===== src/rtl/mem_stage.sv =====
// Memory-access pipeline stage: issues one data-bus access per load/store and returns the result.
// Optional MEM_ALIGN_CHECK_EN: misaligned half/word accesses raise exc_misalign_o instead of issuing.
module mem_stage (
  input  logic        clk,
  input  logic        rst,
  input  logic [4:0]  wd_i,
  input  logic        wreg_i,
  input  logic [31:0] wdata_i,
  input  logic [3:0]  memop_i,
  input  logic [31:0] addr_i,
  input  logic [31:0] sdata_i,
  output logic        dbus_req_o,
  output logic        dbus_we_o,
  output logic [31:0] dbus_addr_o,
  output logic [3:0]  dbus_sel_o,
  output logic [31:0] dbus_wdata_o,
  input  logic        dbus_ack_i,
  input  logic [31:0] dbus_rdata_i,
  output logic [4:0]  wd_o,
  output logic        wreg_o,
  output logic [31:0] wdata_o,
  output logic        stallreq_o,
  output logic        exc_misalign_o
);

  localparam int unsigned XW  = 32;
  localparam int unsigned RW  = 5;
  localparam int unsigned OPW = 4;
  localparam int unsigned SW  = 4;

  typedef enum logic {IDLE, REQ} state_t;
  typedef enum logic [1:0] {SZ_NONE, SZ_BYTE, SZ_HALF, SZ_WORD} size_t;

  state_t          state, state_nxt;
  size_t           size_c;
  logic            is_mem_c;
  logic            misalign_c;
  logic [SW-1:0]   sel_c;
  logic [XW-1:0]   st_c;
  logic [XW-1:0]   ld_c;

  logic            req_nxt, we_nxt;
  logic [XW-1:0]   addr_nxt, bwdata_nxt;
  logic [SW-1:0]   sel_nxt;
  logic [RW-1:0]   wd_nxt;
  logic            wreg_nxt;
  logic [XW-1:0]   wdata_nxt;

  // Access context kept while the bus transaction is outstanding
  logic [OPW-1:0]  memop_q, memop_nxt;
  logic [1:0]      lane_q, lane_nxt;
  logic [RW-1:0]   wd_q, wd_q_nxt;
  logic            wreg_q, wreg_q_nxt;

  // Access size decode; every other opcode is a plain ALU result
  always_comb begin
    size_c = SZ_NONE;
    case (memop_i)
      4'b0001, 4'b0010, 4'b1001: size_c = SZ_BYTE;
      4'b0011, 4'b0100, 4'b1011: size_c = SZ_HALF;
      4'b0101, 4'b1101:          size_c = SZ_WORD;
      default:                   size_c = SZ_NONE;
    endcase
  end

  assign is_mem_c = (size_c != SZ_NONE);

`ifdef MEM_ALIGN_CHECK_EN
  assign misalign_c = ((size_c == SZ_HALF) && addr_i[0]) ||
                      ((size_c == SZ_WORD) && (addr_i[1:0] != 2'b00));

  always_ff @(posedge clk) begin
    if (rst) exc_misalign_o <= 1'b0;
    else     exc_misalign_o <= (state == IDLE) && misalign_c;
  end
`else
  assign misalign_c     = 1'b0;
  assign exc_misalign_o = 1'b0;
`endif

  // Big-endian byte lanes; stores replicate the datum across every lane
  always_comb begin
    sel_c = 4'b0000;
    st_c  = '0;
    case (size_c)
      SZ_BYTE: begin
        sel_c = 4'b1000 >> addr_i[1:0];
        st_c  = {4{sdata_i[7:0]}};
      end
      SZ_HALF: begin
        sel_c = addr_i[1] ? 4'b0011 : 4'b1100;
        st_c  = {2{sdata_i[15:0]}};
      end
      SZ_WORD: begin
        sel_c = 4'b1111;
        st_c  = sdata_i;
      end
      default: ;
    endcase
    if (!memop_i[3]) st_c = '0;
  end

  // Load lane extraction and extension from the latched opcode and address
  always_comb begin
    logic [7:0]  b;
    logic [15:0] h;
    case (lane_q)
      2'd0:    b = dbus_rdata_i[31:24];
      2'd1:    b = dbus_rdata_i[23:16];
      2'd2:    b = dbus_rdata_i[15:8];
      default: b = dbus_rdata_i[7:0];
    endcase
    h = lane_q[1] ? dbus_rdata_i[15:0] : dbus_rdata_i[31:16];
    case (memop_q)
      4'b0001: ld_c = {{24{b[7]}}, b};
      4'b0010: ld_c = {24'd0, b};
      4'b0011: ld_c = {{16{h[15]}}, h};
      4'b0100: ld_c = {16'd0, h};
      4'b0101: ld_c = dbus_rdata_i;
      default: ld_c = '0;
    endcase
  end

  assign stallreq_o = (state == IDLE) ? (is_mem_c && !misalign_c) : !dbus_ack_i;

  // Next-state and next-output logic
  always_comb begin
    state_nxt  = state;
    req_nxt    = dbus_req_o;
    we_nxt     = dbus_we_o;
    addr_nxt   = dbus_addr_o;
    sel_nxt    = dbus_sel_o;
    bwdata_nxt = dbus_wdata_o;
    wd_nxt     = '0;
    wreg_nxt   = 1'b0;
    wdata_nxt  = '0;
    memop_nxt  = memop_q;
    lane_nxt   = lane_q;
    wd_q_nxt   = wd_q;
    wreg_q_nxt = wreg_q;
    case (state)
      IDLE: begin
        if (is_mem_c && !misalign_c) begin
          state_nxt  = REQ;
          req_nxt    = 1'b1;
          we_nxt     = memop_i[3];
          addr_nxt   = {addr_i[31:2], 2'b00};
          sel_nxt    = sel_c;
          bwdata_nxt = st_c;
          memop_nxt  = memop_i;
          lane_nxt   = addr_i[1:0];
          wd_q_nxt   = wd_i;
          wreg_q_nxt = wreg_i;
        end else if (!is_mem_c) begin
          wd_nxt    = wd_i;
          wreg_nxt  = wreg_i;
          wdata_nxt = wdata_i;
        end
      end
      REQ: begin
        if (dbus_ack_i) begin
          state_nxt = IDLE;
          req_nxt   = 1'b0;
          if (!memop_q[3]) begin
            wd_nxt    = wd_q;
            wreg_nxt  = wreg_q;
            wdata_nxt = ld_c;
          end
        end
      end
      default: state_nxt = IDLE;
    endcase
  end

  always_ff @(posedge clk) begin
    if (rst) begin
      state        <= IDLE;
      dbus_req_o   <= 1'b0;
      dbus_we_o    <= 1'b0;
      dbus_addr_o  <= '0;
      dbus_sel_o   <= '0;
      dbus_wdata_o <= '0;
      wd_o         <= '0;
      wreg_o       <= 1'b0;
      wdata_o      <= '0;
      memop_q      <= '0;
      lane_q       <= '0;
      wd_q         <= '0;
      wreg_q       <= 1'b0;
    end else begin
      state        <= state_nxt;
      dbus_req_o   <= req_nxt;
      dbus_we_o    <= we_nxt;
      dbus_addr_o  <= addr_nxt;
      dbus_sel_o   <= sel_nxt;
      dbus_wdata_o <= bwdata_nxt;
      wd_o         <= wd_nxt;
      wreg_o       <= wreg_nxt;
      wdata_o      <= wdata_nxt;
      memop_q      <= memop_nxt;
      lane_q       <= lane_nxt;
      wd_q         <= wd_q_nxt;
      wreg_q       <= wreg_q_nxt;
    end
  end

endmodule


===== config.mk =====
export PLATFORM = sky130hd
export DESIGN_NAME = mem_stage
export DESIGN_NICKNAME = d
export VERILOG_FILES = /design/src/rtl/mem_stage.sv
export SDC_FILE = /design/constraint.sdc
export NUM_CORES = 1
export LEC_CHECK = 0
export BUFFER_PORTS_ARGS = -buffer_cell sky130_fd_sc_hd__buf_2
export CORE_MARGIN = 2
export CORE_UTILIZATION = 30
export CTS_BUF_LIST = sky130_fd_sc_hd__clkbuf_16
export DETAILED_ROUTE_END_ITERATION = 16
export SLEW_MARGIN = 20
export SYNTH_ARGS = -nofsm -noshare
export SYNTH_HDL_FRONTEND = slang
export SYNTH_SLANG_ARGS = --single-unit

===== constraint.sdc =====
create_clock -name clk -period 3.4 [get_ports clk]
set_clock_uncertainty 0.2 [all_clocks]
set_input_delay 0.17 -clock clk [delete_from_list [all_inputs] [get_ports clk]]
set_output_delay 0.17 -clock clk [all_outputs]
set_load 0.1 [all_outputs]

# Word-level counts from Yosys, hierarchy flattened
# Memory sizes are Yosys's and may differ from the RTL's.
# Cells that the tools add are included.
totals:
  ff_bits: 119
  romBits: 32
  input_bits: 141
  wordCells: 59
  mem_count: 1
memory_table:
  columns: ["memory", "words", "width", "read_ports", "rd_clocked_by_memory_dff", "write_ports", "line_no", "text"]
  rows:
  - ["(name not given)", 16, 2, 1, 0, 0, "58", "case (memop_i)"]
op_classes:
  eq_ne: 12
  shifts: 1
  muxes: 26
  n_bitwise: 1
  reduce_logical: 5
ops:
  columns: ["cell", "n"]
  rows:
  - ["one-hot mux 32 bit (5 select lines)", 1]
  - ["2-to-1 mux 32 bit", 4]
  - ["one-hot mux 32 bit (3 select lines)", 1]
  - ["one-hot mux 32 bit (2 select lines)", 1]
  - ["one-hot mux 8 bit (3 select lines)", 1]
  - ["2-to-1 mux 16 bit", 1]
  - ["2-to-1 mux 5 bit", 3]
  - ["one-hot mux 4 bit (3 select lines)", 1]
  - ["one-hot mux 5 bit (2 select lines)", 1]
  - ["equality test 4 x 2 -> 1 bit, second input constant", 2]
  - ["equality test 4 x 3 -> 1 bit, second input constant", 2]
  - ["2-to-1 mux 1 bit", 8]
  - ["equality test 2 bit, second input constant", 3]
  - ["one-hot mux 1 bit (2 select lines)", 3]
  - ["equality test 2 x 1 -> 1 bit, second input constant", 2]
  - ["equality test 4 x 1 -> 1 bit, second input constant", 1]
  - ["2-to-1 mux 4 bit", 1]
  - ["!= test 2 bit, second input constant", 2]
  - ["AND reduction 2 bit", 2]
  - ["right shift 4 x 2 -> 4 bit, first input constant", 1]
  - ["zero test 2 bit", 1]
  - ["nonzero test 2 bit", 1]
  - ["zero test 1 bit", 1]
  - ["inverter 1 bit", 1]

# Longest topological paths before layout
# Gate-level depths: netlist (run 1).
depth:
  ltp_word: 6
  depth_mapped: 10

# Least setup slack after synthesis (run 1)
# Ideal clock, no wire load.
synth_timing:
  path_type: "reg-to-reg"
  start: "register state"
  end: "register state"
  setup_time_ns: 0.075
  arrival_time_ns: 3.174
  setup_slack_ns: -0.049
  stages_incl_launch_ff: 5
  path_buffers: 1
  path_cell_list: "dfxtp_1 clkbuf_1 inv_1 o21ai_0 nor2b_1"
synth_between:
  elab_chain_cells: 2
synth_lines:
  columns: ["item", "line_no", "text"]
  rows:
  - ["start, declared", "34", "state_t state, state_nxt;"]
  - ["start signal, assigned", "191", "state <= state_nxt;"]
  - ["inverter 1 bit (no source line)", null, null]
  - ["one-hot mux 1 bit (2 select lines) *", "141", "case (state)"]
# Mark *: on every way between the ends. The rest lies on a longest branch, timed or not.
# A chain may end at the register's enable or synchronous reset.

# Final worst setup path (run 1)
layout_timing:
  start: "input port memop_i[3]"
  end: "register wdata_o[2]"
layout_between:
  elab_chain_cells: 4
layout_lines:
  columns: ["item", "line_no", "text"]
  rows:
  - ["start, declared", "9", "input logic [3:0] memop_i,"]
  - ["memory read (16 x 2 bit)", null, null]
  - ["nonzero test 2 bit", "66", "assign is_mem_c = (size_c != SZ_NONE);"]
  - ["2-to-1 mux 32 bit", "143", "if (is_mem_c && !misalign_c) begin"]
  - ["one-hot mux 32 bit (2 select lines)", "141", null]
  - ["end signal, assigned", "199", "wdata_o <= wdata_nxt;"]
  - ["end, declared", "21", "output logic [31:0] wdata_o,"]
# Every way passes these cells.

==> results of run 1 <==
[area by class of cell]
cell class                      instances  area, µm²
Fill cell                            1492       7940
Timing Repair Buffer                  421       2960
Multi-Input combinational cell        405       2460
Sequential cell                       118       2360
Clock buffer                           17        425
Tap cell                              220        275
Clock inverter                         15        178
Inverter                               10       37.5
[cells in the mapped netlist, drive strengths merged, types with 3 or more instances]
cell and n:
a211oi 4, a21o 3, a21oi 59, a221o 8, a222oi 8, a22oi 35, a32oi 17, buf 37
clkbuf 15, dfxtp 118, inv 10, mux2 11, mux2i 6, mux4 4, nand2 139, nand3 9
nand3b 4, nor2 20, nor2b 5, nor3 12, o21ai 25, xnor2 3
[per-layer routing]
layer  global-route usage  part of all wire
met5                    0                 0
met1                0.243              0.40
met4               0.0801             0.022
met3               0.0721             0.093
met2                0.354              0.48
[worst reg2reg max path, stage by stage (launching register included)]
cell	delay (ps)
dfxtp_1	600
nand2_1	160
or3_4	460
a31oi_1	180
buf_4	230
a22oi_1	90
dlygate4sd3_1	580
o21ai_1	80
dlygate4sd3_1	570
[flip-flops by register name, summed over array words and instances, names as in the netlist, 2 cells and up]
signal,count
dbus_addr_o,30
dbus_sel_o,4
dbus_wdata_o,32
lane_q,2
memop_q,3
wd_o,5
wd_q,5
wdata_o,32
[final timing paths]
path	depth (start not counted)	from	end	slack [ps]
hold reg to reg	2	dbus_wdata_o[30]	dbus_wdata_o[30]	250
hold / removal	2	rst	wd_o[4]	40
setup / recovery	10	memop_i[3]	wdata_o[2]	160
setup reg to reg	8	state	wdata_o[1]	200
[per-stage QoR]
stage	TNS (ps)	instance area, µm²
after global placement	0	6470
after floorplan	0	5140
final	0	8700
after global routing	-1.47	8700
after detailed placement	0	6470
after CTS	0	8690
[timing repair]
item / in CTS / in global routing
hold buffers: 162 / 0
gates resized for setup: 0 / 2
hold endpoints to repair: 118 / 0
endpoints found under the setup margin: 0 / 4
[where the power goes]
| group | internal, W | switching (W) | total (W) |
|---|---|---|---|
| clock | 0.00116 | 0.000697 | 0.00185 |
| sequential | 0.00148 | 0.0000625 | 0.00154 |
| combinational | 0.000391 | 0.000975 | 0.00137 |
[kinds of logic (layout without fill, tap and decap cells)]
group,after synthesis,count (layout),share of synthesized area
xor+xnor,4,4,0.00683
fa+ha+maj,2,2,0.00487
other cells,1,3,0.000731
flops,118,118,0.460
simple gates,204,204,0.178
mux,21,21,0.0534
buf+inv,62,463,0.0651
compound gates,171,171,0.231
==> metrics.cfg, run 1 <==
[synthesis]
ys_warn_count=0
yosys-top-cells-area=dfxtp_1, nand2_1, a21oi_1, a22oi_1, a32oi_1
yosysSeqAreaShare=0.460
ys_seq_elements=118
synth_top_area_cell=dfxtp_1
synth_flop_cell=dfxtp_1
ys_async_sr_fraction=0
synth_cell_types=55
synth_area_mm2=0.00513
synth_top_area_frac=0.460
synth_edf_count=0
synthCells=583
syn_area_per_cell_um2=8.80

[clocking]
cts_made_buffers=17
cts_num_sinks=118
cts_tree=yes
postCtsSetupBuffers=0
worstSkewPairLatency_ps=420
cts_max_path_buffers=2
cts.clk_slew.worst_paths_ps=60
htree_num_levels=4
clock-root-buffer=clkbuf_16

[critical_path]
slowest_delay_ps=580
critPathArrivalTime_ps=3330
cp.buffers_inverters=5
worst_ep_required_time_ps=3490
critPathMaxFanout=32
critical-path-top-delay-family=buffers and inverters
critPathMostFrequentCell=dlygate4sd3_1
start_kind=primary input
crit_chain=dlygate4sd3_1, buf_2, nor2b_2, a211oi_4, nor3_4, buf_4, a22oi_1, dlygate4sd3_1, o21ai_1, dlygate4sd3_1
path_class=primary input to flip-flop
endpoint_kind=flip-flop
cpMaxStageDelayCell=dlygate4sd3_1

[layout]
drive_above_1_share=0.323
num_antenna_cells=0
layout_common_cells=buf_2, dlygate4sd3_1, nand2_1
syn2layout_area_growth_pct=69.6
nNetsFinal=1116
layout_commonest_cell=buf_2
final_util=0.523
instances_no_fill=1206

[placement]
pre_cts_ws_ps=799
post-place-cells=1012
gp_congestion=0.783
port_buffers=247
dp_hpwl_mm=12.5

[global_routing]
antenna_found_initial=0
grt_use_total=0.209
grt_max_degree=56
gr-total-overflow=0
first_global_vias=5921
grt_pass1_wl_mm=30.1

[job]
maxCapViolCount=0

[pwr]
power.density_mw_per_mm2=547
vdd.ir_drop.worst_mv=0.325
total_power_w=0.00476
leakage_nw=3.91

[timing]
max_freq_ghz=0.309
worst_slack_ps=159
tightest_slew_ps=873
slew_violations=0
setup-violations-final=0
min_period_ps=3240
relSlewSlack=0.417
fin_crit_sh=0.953
whs_ps=39.6
hold_viol=0

[route]
drt-total-wl_mm=19.6
dr_total_vias=5996
drc_errors=0
post_drt_wl_per_cell_um=16.2
first_pass_iters=5
via_per_inst=4.97
detail-route-antenna-nets=0
drt_iter0_drc=343

[die]
num_io_pins=251
initial_core_util=0.308
die_x_um=135
dieArea_mm2=0.0182
core_region_area_mm2=0.0166
die_y_um=135
row_count=47

[hold_path]
hp-class=primary input to flip-flop

[run_status]
outcome=finished, final reports clean

(Power assumes the default switching activity.)
==> run 2, diff against run 1 <==
- CORE_ASPECT_RATIO: unset -> 1.4
==> run 2 against run 1 <==
Compared with the run above: via count shrank 0.77%; power grew 1.8%; design area grew 0.17%; critical endpoint is now wdata_o[1]; largest cell class unchanged; largest power group unchanged; highest routed layer unchanged.
==> metrics.cfg, run 2 (synthesis results as in run 1) <==
[layout]
drive_above_1_share=0.322
layout_commonest_cell=buf_2
nNetsFinal=1116
syn2layout_area_growth_pct=69.9
num_antenna_cells=0
layout_common_cells=buf_2, dlygate4sd3_1, nand2_1
reg.largest.list=dbus_wdata_o (32), wdata_o (32), dbus_addr_o (30)

[die]
die_y_um=159
core_region_area_mm2=0.0167
die_x_um=115
initial_core_util=0.306
num_io_pins=251
dieArea_mm2=0.0182
row_count=56

[critical_path]
path_class=primary input to flip-flop
critPathMostFrequentCell=dlygate4sd3_1
crit_chain=dlygate4sd3_1, clkbuf_4, nor2b_1, a211oi_4, nor3_4, buf_4, a22oi_1, dlygate4sd3_1, o21ai_1, dlygate4sd3_1
rr_worst_depth=8
worst_ep_required_time_ps=3560
slowest_delay_ps=570
endpoint=wdata_o[1]
r2r-end=wdata_o[1]
critPathArrivalTime_ps=3380
cp-startpoint=memop_i[3]
r2r_start=state
start_kind=primary input
rrSetupSlack_ps=250
endpoint_kind=flip-flop
critPathMaxFanout=32
cpMaxStageDelayCell=dlygate4sd3_1

[timing]
slew_violations=0
setup-violations-final=0
min_period_ps=3220
relSlewSlack=0.440
whs_ps=202
rsz0062_at_grt=false
hold_viol=0
fin_crit_sh=0.948
max_freq_ghz=0.310
setup-tns-final_ps=0
tightest_slew_ps=840

[global_routing]
grt_pass1_wl_mm=29.2
grt_use_total=0.200
busiest_layer=met2
grt_max_degree=65
use_met2=0.352
gr-total-overflow=0
use_met3=0.0569
gr-usage-met1=0.221
first_global_vias=5901
antenna_found_initial=0

[run_status]
outcome=finished, final reports clean

[clocking]
cts_num_sinks=118
cts.clk_slew.worst_paths_ps=60
clock-root-buffer=clkbuf_16
worstSkewPairLatency_ps=410
cts_made_buffers=17
htree_num_levels=4
cts_tree=yes
postCtsSetupBuffers=0
cts_max_path_buffers=2

[route]
drt_iter0_drc=361
detail-route-antenna-nets=0
post_drt_wl_per_cell_um=15.6
dr_total_vias=5950
drt-total-wl_mm=18.6
drc_errors=0
first_pass_iters=5
via_per_inst=5.00

[hold_path]
hp-class=primary input to flip-flop

[placement]
port_buffers=247
gp_congestion=0.841
dp_hpwl_mm=12.1

[pwr]
power.density_mw_per_mm2=556
vdd.ir_drop.worst_mv=0.416
leakage_nw=3.93

[job]
maxCapViolCount=0

[run 2: changes by cell type in the layout (fill, tap and decap cells not counted), sizes merged]
cell    before  now
bufinv       3    4
clkbuf      17   18
buf        259  258
clkinv       8    4
inv         13   16
[run 2: through the flow]
stage	utilization	worst slack [ps]	area [µm²]	instances	total power [W]
after floorplan	-	756	5140	585	0.00250
after global placement	0.385	905	6440	995	0.00276
after detailed placement	0.385	833	6440	995	0.00277
after CTS	0.520	139	8710	1189	0.00489
after global routing	0.521	11.3	8720	1189	0.00503
final	0.521	175	8720	1189	0.00485
[run 2: area by class of cell]
| cell class | count | area [µm²] |
|---|---|---|
| fill | 1537 | 8030 |
| timing repair buffer | 421 | 2970 |
| multi-input combinational | 405 | 2460 |
| sequential | 118 | 2360 |
| clock buffer | 17 | 425 |
| tap | 203 | 254 |
| clock inverter | 15 | 216 |
| inverter | 10 | 37.5 |
[run 2: worst min-delay path by stage]
stage / cells past startpoint / from / endpoint
2_1_floorplan: 2 / wdata_i[23] / wdata_o[23]
3_3_place_gp: 3 / sdata_i[21] / dbus_wdata_o[21]
3_5_place_dp: 3 / wdata_i[31] / wdata_o[31]
4_1_cts: 3 / rst / dbus_req_o
5_1_grt: 3 / rst / wd_o[0]
6_report: 3 / rst / wd_o[0]
[run 2: worst max-delay path, delay by kind of cell]
family / cells / cell delay, ps
AND/OR/NAND/NOR: 2 / 520
AO/OA/AOI/OAI: 3 / 370
buffers and inverters: 5 / 2300
[run 2: routing by layer]
metal  vias up  wire, µm
met5         -         0
met4         0       466
met3        36      1300
met2       255      9550
met1      2795      7240
li1       2864         -
[run 2: where the power goes]
| group | leakage (nW) | total [W] | internal (W) | switching, W |
|---|---|---|---|---|
| clock | 0.313 | 0.00195 | 0.00125 | 0.000706 |
| sequential | 0.966 | 0.00154 | 0.00148 | 0.0000610 |
| combinational | 2.66 | 0.00135 | 0.000393 | 0.000962 |
[run 2: repair_timing]
item,in CTS,in global routing
hold buffers,162,0
setup endpoints to repair,0,5
endpoints found under the hold margin,118,0
resized for setup,0,2
==> run 3, diff against run 2 <==
- CORE_MARGIN: 2 -> unset
==> run 3 against run 2 <==
Compared with the run above: final cell count is 0.34% higher; global-route usage is 1.5 points higher; clock-buffer cell count stayed put; die area is 3.0% lower; non-clock buffer count is 4 higher; core utilization hardly changed; first-iteration DRC count is 32% higher; maximum frequency is 0.19% higher; worst hold slack worse by 2.5 ps.
==> metrics.cfg, run 3 (synthesis results as in run 1) <==
[pwr]
switchingPower_w=0.00173
power.density_mw_per_mm2=545
vdd.ir_drop.worst_mv=0.407
p_clk_frac=0.390
leakage_nw=3.92
power_frac_comb=0.286
pwr-share-seq=0.324
intPower_w=0.00303
switching_share=0.363

[layout]
layout_common_cells=buf_2, dlygate4sd3_1, nand2_1
design_area_mm2=0.00872
layout_commonest_cell=buf_2
nNetsFinal=1120
num_antenna_cells=0
drive_above_1_share=0.318
reg.largest.list=dbus_wdata_o (32), wdata_o (32), dbus_addr_o (30)
register_area_mm2=0.00236
final_util=0.521
n_fill_cell=1511
multiInputGateArea_mm2=0.00246
syn2layout_area_growth_pct=70.0

[route]
first_pass_iters=6
drt_iter0_drc=475
post_drt_wl_per_cell_um=15.8
drt-total-wl_mm=18.8
via_per_inst=5.03
dr_total_vias=5998
drc_errors=0
detail-route-antenna-nets=0

[timing]
whs_ps=200
max_freq_ghz=0.311
slew_violations=0
rsz0062_at_grt=false
setup-tns-final_ps=0
setup-violations-final=0
tightest_slew_ps=1030
hold_viol=0
min_period_ps=3220
fin_crit_sh=0.947
relSlewSlack=0.305

[placement]
port_buffers=247
place_area_mm2=0.00644
gp_congestion=0.776
dp_hpwl_mm=11.6

[die]
initial_core_util=0.306
die_y_um=157
num_io_pins=251
dieArea_mm2=0.0176
row_count=56
die_x_um=113
core_region_area_mm2=0.0167

[clocking]
cts_max_path_buffers=2
postCtsSetupBuffers=0
worstSkewPairLatency_ps=420
clock-root-buffer=clkbuf_16
cts_tree=yes
htree_num_levels=4
cts_made_buffers=17
cts.clk_slew.worst_paths_ps=60
cts_num_sinks=118

[critical_path]
start_kind=primary input
path_class=primary input to flip-flop
worst_ep_required_time_ps=3550
crit_chain=dlygate4sd3_1, clkbuf_4, nor4b_4, a211oi_4, nor3_4, buf_4, a22oi_1, dlygate4sd3_1, o21ai_1, dlygate4sd3_1
critPathMostFrequentCell=dlygate4sd3_1
cpMaxStageDelayCell=dlygate4sd3_1
critPathMaxFanout=32
critPathArrivalTime_ps=3370
endpoint_kind=flip-flop
slowest_delay_ps=580

[global_routing]
antenna_found_initial=0
first_global_vias=5973
gr-total-overflow=0
grt_pass1_wl_mm=29.5
grt_max_degree=65
gr-usage-met1=0.227
grt_use_total=0.215
busiest_layer=met2
use_met2=0.384
use_met3=0.0562

[job]
maxCapViolCount=0

[hold_path]
hp-class=primary input to flip-flop

[run_status]
outcome=finished, final reports clean

run 3: path summary, 6_finish.rpt:
kind,startpoint,end,slack [ps],cells after the start
worst max-delay path,memop_i[3],wdata_o[2],180,10
worst min-delay path,rst,wd_o[4],200,3
worst max register to register,state,wdata_o[2],250,8
worst min register to register,dbus_wdata_o[10],dbus_wdata_o[10],250,2
run 3: final cells by class:
cell class | instances | area share
timing repair buffer | 425 | 0.345
multi-input combinational | 405 | 0.282
sequential | 118 | 0.271
clock buffer | 17 | 0.0488
tap | 203 | 0.0291
clock inverter | 15 | 0.0204
inverter | 10 | 0.00430
run 3: through the flow:
stage,std cells,total power (W),worst slack (ps)
final,1193,0.00476,182
after global routing,1193,0.00494,45.2
after CTS,1193,0.00479,138
after detailed placement,994,0.00276,829
after global placement,994,0.00276,885
after floorplan,585,0.00250,756
run 3: what timing repair did:
item,in CTS,in global routing
endpoints found under the setup margin,0,5
hold buffers,167,0
hold endpoints to repair,118,0
gates resized for setup,0,3
run 3: worst max-delay path, delay by kind of cell:
family | cells | cell delay (ps)
AO/OA/AOI/OAI | 3 | 320
buffers and inverters | 5 | 2290
AND/OR/NAND/NOR | 2 | 590
run 3: metal layers:
metal / share of wire / wire length (µm) / vias up
met2: 0.51 / 9690 / 275
met1: 0.39 / 7260 / 2808
met4: 0.038 / 721 / 0
met3: 0.062 / 1180 / 50
met5: 0 / 0 / -
li1: - / - / 2865
run 3: power by group through the flow:
stage	Sequential [W]	Clock [W]	Combinational, W
floorplan	0.00214	0	0.000367
global placement	0.00157	0	0.00119
detailed placement	0.00157	0	0.00119
CTS	0.00154	0.00190	0.00135
global route	0.00155	0.00195	0.00143
finish	0.00154	0.00186	0.00136
